**config.mk**
```make
export PLATFORM = sky130hd
export DESIGN_NAME = issue_queue_flat
export DESIGN_NICKNAME = d
export VERILOG_FILES = /design/src/rtl/issue_queue_pkg.sv /design/src/rtl/issue_queue_if.sv /design/src/rtl/issue_queue.sv /design/src/flat_wrapper.sv
export SDC_FILE = /design/constraint.sdc
export NUM_CORES = 1
export LEC_CHECK = 0
export CAP_MARGIN = 5
export CORE_MARGIN = 3
export CORE_UTILIZATION = 40
export DETAILED_ROUTE_END_ITERATION = 6
export PLACE_DENSITY = 0.56
export SYNTH_ARGS = -nofsm -noshare
export SYNTH_HDL_FRONTEND = slang
export SYNTH_SLANG_ARGS = --single-unit
export TNS_END_PERCENT = 100
```
**constraint.sdc**
```tcl
create_clock -name clk -period 8.8 [get_ports clk]
set_clock_uncertainty 0.15 [all_clocks]
set_input_delay 1.76 -clock clk [delete_from_list [all_inputs] [get_ports clk]]
set_output_delay 1.76 -clock clk [all_outputs]
set_load 0.01 [all_outputs]
```
**src/rtl/issue_queue_pkg.sv**
```systemverilog
// Shared constants, entry payload and opcode decode for the issue queue.
package issue_queue_pkg;

    localparam int unsigned DEF_IQ_LOG = 4;
    localparam int unsigned XLEN       = 32;

    localparam logic [6:0] OPC_LOAD  = 7'b0000011;
    localparam logic [6:0] OPC_STORE = 7'b0100011;

    typedef struct packed {
        logic [XLEN-1:0] inst;
        logic [XLEN-1:0] pc;
    } iq_entry_t;

    // Loads and stores go to the LSB; everything else needs an RS slot.
    function automatic logic is_ls(input logic [XLEN-1:0] inst);
        return (inst[6:0] == OPC_LOAD) || (inst[6:0] == OPC_STORE);
    endfunction

endpackage

```
**src/rtl/issue_queue_if.sv**
```systemverilog
// Fetch-side push channel, downstream full flags and issue-side outputs.
interface issue_queue_if;
    import issue_queue_pkg::*;

    logic            if_valid;
    logic [XLEN-1:0] if_inst;
    logic [XLEN-1:0] if_pc;
    logic            iq_full;
    logic            rob_full;
    logic            rs_full;
    logic            lsb_full;
    logic            inst_valid;
    logic [XLEN-1:0] inst_out;
    logic [XLEN-1:0] pc_out;

    modport master (
        output if_valid, if_inst, if_pc, rob_full, rs_full, lsb_full,
        input  iq_full, inst_valid, inst_out, pc_out
    );

    modport slave (
        input  if_valid, if_inst, if_pc, rob_full, rs_full, lsb_full,
        output iq_full, inst_valid, inst_out, pc_out
    );
endinterface

```
**src/rtl/issue_queue.sv**
```systemverilog
// Ring-buffer instruction queue between fetch and issue; issues the head only
// when the ROB and the RS/LSB slot the head needs can both accept it.
module issue_queue
    import issue_queue_pkg::*;
#(
    parameter int unsigned IQ_LOG = DEF_IQ_LOG
) (
    input  logic         clk,
    input  logic         rst,
    input  logic         rdy,
    input  logic         rollback,
    issue_queue_if.slave iq
);

    localparam int unsigned DEPTH = 1 << IQ_LOG;
    localparam int unsigned CNT_W = IQ_LOG + 1;

    logic [IQ_LOG-1:0] head_q, head_d;
    logic [IQ_LOG-1:0] tail_q, tail_d;
    logic [CNT_W-1:0]  count_q, count_d;
    iq_entry_t         mem_q [DEPTH];
    iq_entry_t         mem_d [DEPTH];

    iq_entry_t head_entry;
    logic      head_is_ls;
    logic      full_c;
    logic      slot_free_c;
    logic      push_c;
    logic      pop_c;
    logic      flush_c;

    // Head decode and handshake qualification, all off registered state.
    always_comb begin
        head_entry  = mem_q[head_q];
        head_is_ls  = is_ls(head_entry.inst);
        full_c      = (count_q == CNT_W'(DEPTH));
        slot_free_c = !iq.rob_full && (head_is_ls ? !iq.lsb_full : !iq.rs_full);
        flush_c     = rdy && rollback;
        pop_c       = rdy && !rollback && (count_q != '0) && slot_free_c;
        push_c      = rdy && !rollback && iq.if_valid && !full_c;
    end

    assign iq.iq_full    = full_c;
    assign iq.inst_valid = pop_c;
    assign iq.inst_out   = head_entry.inst;
    assign iq.pc_out     = head_entry.pc;

    // Pointer, occupancy and storage next-state.
    always_comb begin
        head_d  = head_q;
        tail_d  = tail_q;
        count_d = count_q;
        mem_d   = mem_q;
        if (flush_c) begin
            head_d  = '0;
            tail_d  = '0;
            count_d = '0;
        end else begin
            if (push_c) begin
                mem_d[tail_q] = '{inst: iq.if_inst, pc: iq.if_pc};
                tail_d        = tail_q + IQ_LOG'(1);
            end
            if (pop_c) begin
                head_d = head_q + IQ_LOG'(1);
            end
            case ({push_c, pop_c})
                2'b10:   count_d = count_q + CNT_W'(1);
                2'b01:   count_d = count_q - CNT_W'(1);
                default: count_d = count_q;
            endcase
        end
    end

    always_ff @(posedge clk or posedge rst) begin
        if (rst) begin
            head_q  <= '0;
            tail_q  <= '0;
            count_q <= '0;
        end else begin
            head_q  <= head_d;
            tail_q  <= tail_d;
            count_q <= count_d;
        end
    end

    // Payload storage carries no reset; stale entries are never issued.
    always_ff @(posedge clk) begin
        mem_q <= mem_d;
    end

endmodule
```
**src/flat_wrapper.sv**
```systemverilog
// flat-port wrapper written by rule: the top's interface ports become plain ports
module issue_queue_flat import issue_queue_pkg::*;
#(
    parameter int unsigned IQ_LOG = DEF_IQ_LOG
)
  (clk, rst, rdy, rollback, iq_if_valid, iq_if_inst, iq_if_pc, iq_rob_full, iq_rs_full, iq_lsb_full, iq_iq_full, iq_inst_valid, iq_inst_out, iq_pc_out);
  issue_queue_if iq_i ();
  input  logic clk;
  input  logic rst;
  input  logic rdy;
  input  logic rollback;
  input wire logic [$bits(iq_i.if_valid)-1:0] iq_if_valid;
  input wire logic [$bits(iq_i.if_inst)-1:0] iq_if_inst;
  input wire logic [$bits(iq_i.if_pc)-1:0] iq_if_pc;
  input wire logic [$bits(iq_i.rob_full)-1:0] iq_rob_full;
  input wire logic [$bits(iq_i.rs_full)-1:0] iq_rs_full;
  input wire logic [$bits(iq_i.lsb_full)-1:0] iq_lsb_full;
  output wire logic [$bits(iq_i.iq_full)-1:0] iq_iq_full;
  output wire logic [$bits(iq_i.inst_valid)-1:0] iq_inst_valid;
  output wire logic [$bits(iq_i.inst_out)-1:0] iq_inst_out;
  output wire logic [$bits(iq_i.pc_out)-1:0] iq_pc_out;
  assign iq_i.if_valid = iq_if_valid;
  assign iq_i.if_inst = iq_if_inst;
  assign iq_i.if_pc = iq_if_pc;
  assign iq_i.rob_full = iq_rob_full;
  assign iq_i.rs_full = iq_rs_full;
  assign iq_i.lsb_full = iq_lsb_full;
  assign iq_iq_full = iq_i.iq_full;
  assign iq_inst_valid = iq_i.inst_valid;
  assign iq_inst_out = iq_i.inst_out;
  assign iq_pc_out = iq_i.pc_out;
  issue_queue #(.IQ_LOG(IQ_LOG)) u_core (.clk(clk), .rst(rst), .rdy(rdy), .rollback(rollback), .iq(iq_i));
endmodule
```
=== Word level (Yosys, flattened, before mapping) ===
Index checks and enable logic that the tools add are counted.

* Word-level logic and storage cells: 82
* Output and inout port bits: 66
* Input bits: 72
* Register bits after elaboration: 1037

* Mux-type cells: 13
* Bitwise logic cells: 3
* Reduce and logical (&&, ||, !) cells: 19
* $add $sub $neg: 4
* Equality and inequality tests: 5
* $lt $le $gt $ge: 3

{| class="wikitable"
|+ Operators by type and width
! kind !! count
|-
| $bwmux W1024 || 1
|-
| $bmux W64 S4 || 1
|-
| $demux W64 S4 || 1
|-
| $mux W64 || 3
|-
| $mux W4 || 4
|-
| $ge A5 B5 Y1 const B || 2
|-
| $not A4 Y5 || 2
|-
| $pmux W5 S2 || 1
|-
| $add A4 B1 Y4 const B || 2
|-
| $logic_and A1 B1 Y1 || 8
|-
| $eq A7 B2 Y1 const B || 1
|-
| $eq A7 B6 Y1 const B || 1
|-
| $add A5 B1 Y5 const B || 1
|-
| $eq A5 B5 Y1 const B || 1
|-
| $logic_not A1 Y1 || 5
|-
| $lt A5 B1 Y1 const B || 1
|-
| $mux W5 || 1
|-
| $reduce_bool A5 Y1 || 1
|-
| $sub A5 B1 Y5 const B || 1
|-
| $reduce_bool A2 Y1 || 2
|-
| $reduce_bool A3 Y1 || 1
|-
| $eq A2 B1 Y1 const B || 1
|-
| $eq A2 B2 Y1 const B || 1
|-
| $reduce_and A2 Y1 || 1
|-
| other kinds (3) || 3
|}

=== Logic depth before layout (Yosys ltp) ===
* Depth after elaboration: 12
* Mapped depth: 18
* Depth with buffers taken out: 15

=== Least setup slack after synthesis ===
No wires, ideal clock.

* Kind: input-to-reg
* Start point: in rdy
* End point: reg u_core.mem_q[768] (netlist name), enable pin
* Required time: 8085 ps
* Cell stages on the path: 5
* Buffers on the path: 1
* Path slack: 1292 ps
* Arrival time: 6793 ps
* Setup time: 565 ps
* Cell sequence: nor2b_1 and3_1 clkbuf_1 nand2_1 nor3_1

* Word-level cells in the longest chain between the ends: 4
* Elaborated cells on any way between the ends: 6
* Classes of those cells: 1 x bitwise; 5 x reduce/logical

{| class="wikitable"
|+ Ends and longest elaborated chain
! what !! line !! source
|-
| from (decl) || flat_wrapper.sv:10 || <nowiki>input logic rdy;</nowiki>
|-
| $logic_and A1 B1 Y1 (3 in series) || issue_queue.sv:40 || <nowiki>push_c = rdy && !rollback && iq.if_valid && !full_c;</nowiki>
|-
| $reduce_and A2 Y1 (no line) * || -- ||
|-
| to (signal assigned) || issue_queue.sv:88 || <nowiki>mem_q <= mem_d;</nowiki>
|-
| to (decl) || issue_queue.sv:21 || <nowiki>iq_entry_t mem_q [DEPTH];</nowiki>
|}

Every way passes the cells marked *; elsewhere a longest branch is shown, timed or not.
A chain may end at the register's enable or synchronous reset.

=== Final worst setup path ===
* Start point: reg u_core.head_q[0]
* End point: out iq_pc_out[13]

* Word-level cells in the longest chain between the ends: 4

{| class="wikitable"
|+ Ends and longest elaborated chain
! what !! line !! source
|-
| from (decl) || issue_queue.sv:18 || <nowiki>logic [IQ_LOG-1:0] head_q, head_d;</nowiki>
|-
| from (signal assigned) || issue_queue.sv:76 || <nowiki>head_q <= '0;</nowiki>
|-
| from (signal assigned) || issue_queue.sv:80 || <nowiki>head_q <= head_d;</nowiki>
|-
| $not A4 Y5 (not written as such) || issue_queue.sv:34 || <nowiki>head_entry = mem_q[head_q];</nowiki>
|-
| $bmux W64 S4 || issue_queue.sv:34 ||
|-
| $mux W64 (not written as such) (2 in series) || issue_queue.sv:34 ||
|-
| to (decl) || flat_wrapper.sv:21 || <nowiki>output wire logic [$bits(iq_i.pc_out)-1:0] iq_pc_out;</nowiki>
|}

Every way passes these cells. The select of a mux whose other input is x is not followed.

==> impl_summary.txt <==
----------------------------------------------------
[Synth]
  Post-Syn Instances ... roughly 1,600
  Mean area per synthesized cell ... 25.16 um2
  Most area-hungry cell type in the Yosys netlist ... edfxtp_1
  Post-Synthesis Cell Area ... slightly below 0.04 mm2
  Post-synth top area share ... between 70% and 80%
  Post-synthesis cell type count ... 38
  Flip-flop and latch count after synthesis ... 1,037
  Warnings, synthesis ... 0
  Portion of the post-synthesis area used by sequential elements ... 79.07%
  Net count after synthesis ... 1,644
  Top area cells in the synthesized netlist ... edfxtp_1 78%, mux4_2 18%, dfrtp_1 0.83%, clkbuf_1 0.45%, mux2i_1 0.36%

[Timing]
  Achievable Freq ... 149.4 MHz
  Share of the clock period used by the worst path ... approximately 76%
  Unrepaired setup endpoints after global routing ... false
  Transition time of the tightest slew-check pin ... 1.172 ns
  Final hold slack ... approximately 0.42 ns
  Setup_tns ... 0 ns
  Final max-slew violation count ... 0
  Setup violations, final ... 0
  Tmin final ... 6.692 ns
  Worst relative slew slack ... 21.89%
  Hold violation count in the final report ... 0

[Clocking]
  Clock-pin transition on the worst setup and hold timing paths ... approximately 0.06 ns
  Clk sink count ... 1,037
  Cts repair resizes ... 0
  Number of buffers inserted by hold repair at cts ... 0
  Worst-Skew Late Latency ... ~0.67 ns
  CTS HTree Levels ... 3
  TritonCTS clock tree ... done
  Buffer type at the clock tree root ... clkbuf_16
  Num CTS Buffers ... 104
  Buffer depth of the longest clock path ... 3
  Post-CTS setup buffer count ... 0

[Run status]
  Outcome ... complete, no violations

[Critical path]
  Arrival time of the worst setup path ... 4.78 ns
  Data required time at the worst endpoint ... ~6.9 ns
  Worst reg-to-reg path cell count ... 15
  CP startpoint kind ... flop
  Setup CP Type ... flop to output port
  Peak fanout along the critical path ... 52
  Crit. End Element ... output port

[Placement]
  Count of input and output buffers ... 137
  DPL Wire Length ... 43.00 mm
  Global placement routability congestion ... 0.7059
  Placed instance count ... 2,933

[Floorplanning]
  Total die area ... a little over 0.1 mm2
  Num rows ... ~110
  I/O pin count ... approximately 140
  Die width ... 319.5 um
  DIE HEIGHT ... between 300 and 400 um
  Area of the core ... 0.09699 mm2
  Starting utilization of the core area ... 40.52%

[Detailed routing]
  Number of nets with antenna violations after detailed routing ... 0
  1st-iter DRT viols ... 1,597
  Via count ... 17,290
  Wirelength per Cell ... 28.49 um
  Drc violations ... 0
  1st-pass router iterations ... 5
  Aggregate routed wire length ... 89.32 mm
  Post-detailed-route via-to-cell ratio ... 5.515

[Global route]
  Total Routing Usage GR ... 17.75%
  Global-route wire length before repair ... 131.3 mm
  Maximum number of pins on one net before global-route repair ... 118
  Vias in the first global route ... 18,480
  Initial antenna violation count ... 8
  Remaining global-route overflow ... 0

[Finish]
  Area growth syn-to-layout ... 16.88%
  Layout cell share with drive strength beyond 1 ... 28.43%
  Area taken by multi-input logic gates ... 0.007970 mm2
  Filler Cells Inserted ... between 7,000 and 8,000
  Area taken by flip-flops and latches ... approximately 0.031 mm2
  Final net count ... 1,845
  Number of cells in the finished layout apart from fillers ... 3,135

[Power]
  Leakage power summed over all cells ... 0.01392 uW
  Pwr per Cell Area ... 230.2 mW/mm2
  Peak supply drop ... 160.2 uV

[Run]
  Max Cap Viol ... 0

[Min path]
  Hold Crit Depth ... 2
  Type of the worst min-delay path ... flop to flop

----------------------------------------------------
layout by cell type, fill, tap and decap left out, types with 2 or more instances in the layout:
master / n
edfxtp_1: 1024
mux4_2: 310
clkdlybuf4s50_1: 137
clkbuf_16: 104
buf_4: 30
clkinv_2: 26
clkinv_1: 21
nand2_1: 19
clkbuf_1: 19
nor2_1: 14
mux2i_1: 14
bufinv_16: 14
nor2_4: 12
dfrtp_1: 10
inv_1: 9
ha_1: 9
a21oi_1: 8
buf_12: 7
nand3_1: 6
diode_2: 5
nor2b_1: 5
xor2_1: 5
nor3_2: 4
clkinv_4: 4
o21ai_0: 3
nand2b_1: 3
mux4_1: 3
a22oi_1: 3
inv_16: 3
dfrtp_4: 3
a21o_1: 2
nor3_1: 2
clkinv_8: 2
state kept, by name, summed over array words and instances (netlist names):
| signal | cells |
|---|---|
| u_core.count_q | 5 |
| u_core.tail_q | 4 |
| u_core.head_q | 4 |
| u_core.mem_q | 1024 |
worst max-delay path, stage by stage, from the launching register on:
cell             delay (ns)
dfrtp_4                1.10
buf_4                  0.60
buf_4                  0.65
mux4_2                 0.59
mux4_2                 0.51
clkdlybuf4s50_1        0.51
cell families after synthesis:
logic type                 synth area share (%)
buffers and inverters                    0.9296
AOI/OAI and AO/OA                        0.3247
and+or+nand+nor                          0.8437
adders and majority gates                0.3375
xor gates and xnor gates                 0.1337
DFF                                       79.07
muxes                                     18.36
layer usage:
| metal | routed length (um) | vias to the layer above | GRT usage, % |
|---|---|---|---|
| met4 | 1681 | 4 | 4.755 |
| met1 | 38980 | 9470 | 25.30 |
| met2 | 43600 | 506 | 28.39 |
| li1 | - | 7200 | - |
| met3 | 5036 | 111 | 3.366 |
| met5 | 22 | - | 0 |
area by class of cell:
type / count / share of cell area (%)
flip-flops and latches: 1037 / 67.68
multi-input cells: 436 / 17.35
clock buffers: 124 / 5.851
repair buffers: 174 / 3.781
well taps: 1276 / 3.476
clock inverters: 73 / 1.749
inverters: 10 / 0.08717
diodes: 5 / 0.02724
through the flow:
step                area (um2)  total power [uW]  util, %  setup slack [ns]
finish                   45930             10570    47.36             2.108
global route             45920             10950    47.34             1.733
CTS                      45920             10700    47.34             1.911
detailed placement       42430              6221    43.74             2.662
global placement         42430              6207    43.74             2.704
floorplan                39300              5966        -             1.292
path summary, 6_finish.rpt:
check                                  startpoint                 to  slack, ns
worst min-delay path            u_core.count_q[3]  u_core.count_q[3]       0.42
worst max register to register   u_core.head_q[1]  u_core.count_q[4]       3.65
worst max-delay path             u_core.head_q[0]      iq_pc_out[13]       2.11
min in group asynchronous                     rst   u_core.head_q[1]       1.31
max in group asynchronous                     rst   u_core.head_q[0]       6.75
worst min register to register  u_core.count_q[3]  u_core.count_q[3]       0.42
cell usage after synthesis:
cell	count
nand3_1	6
inv_1	9
a21o_1	2
o21ai_0	3
o21ai_2	1
and2_1	1
mux2i_1	14
or4b_4	1
o31ai_1	1
a21oi_1	8
a221oi_1	1
and3_1	1
a22oi_1	3
nand4_1	1
nand2_1	19
buf_1	22
buf_6	1
buf_4	5
nor2b_1	5
fa_1	1
nand3b_1	1
ha_1	9
clkbuf_1	47
mux4_2	310
nor2_1	26
edfxtp_1	1024
nor4_1	1
nand2b_1	3
buf_2	4
a311o_1	1
xnor2_1	1
xor2_1	5
mux2_4	1
or3_1	1
dfrtp_1	13
inv_2	1
nor3_1	6
mux4_1	3
report_power, final:
part / total [uW] / switching, uW / internal, uW
Combinational: 610 / 281 / 329
Sequential: 5490 / 32.3 / 5460
Clock: 4480 / 1870 / 2610
Total: 10600 / 2180 / 8400
Power figures use the tool's default switching activity.
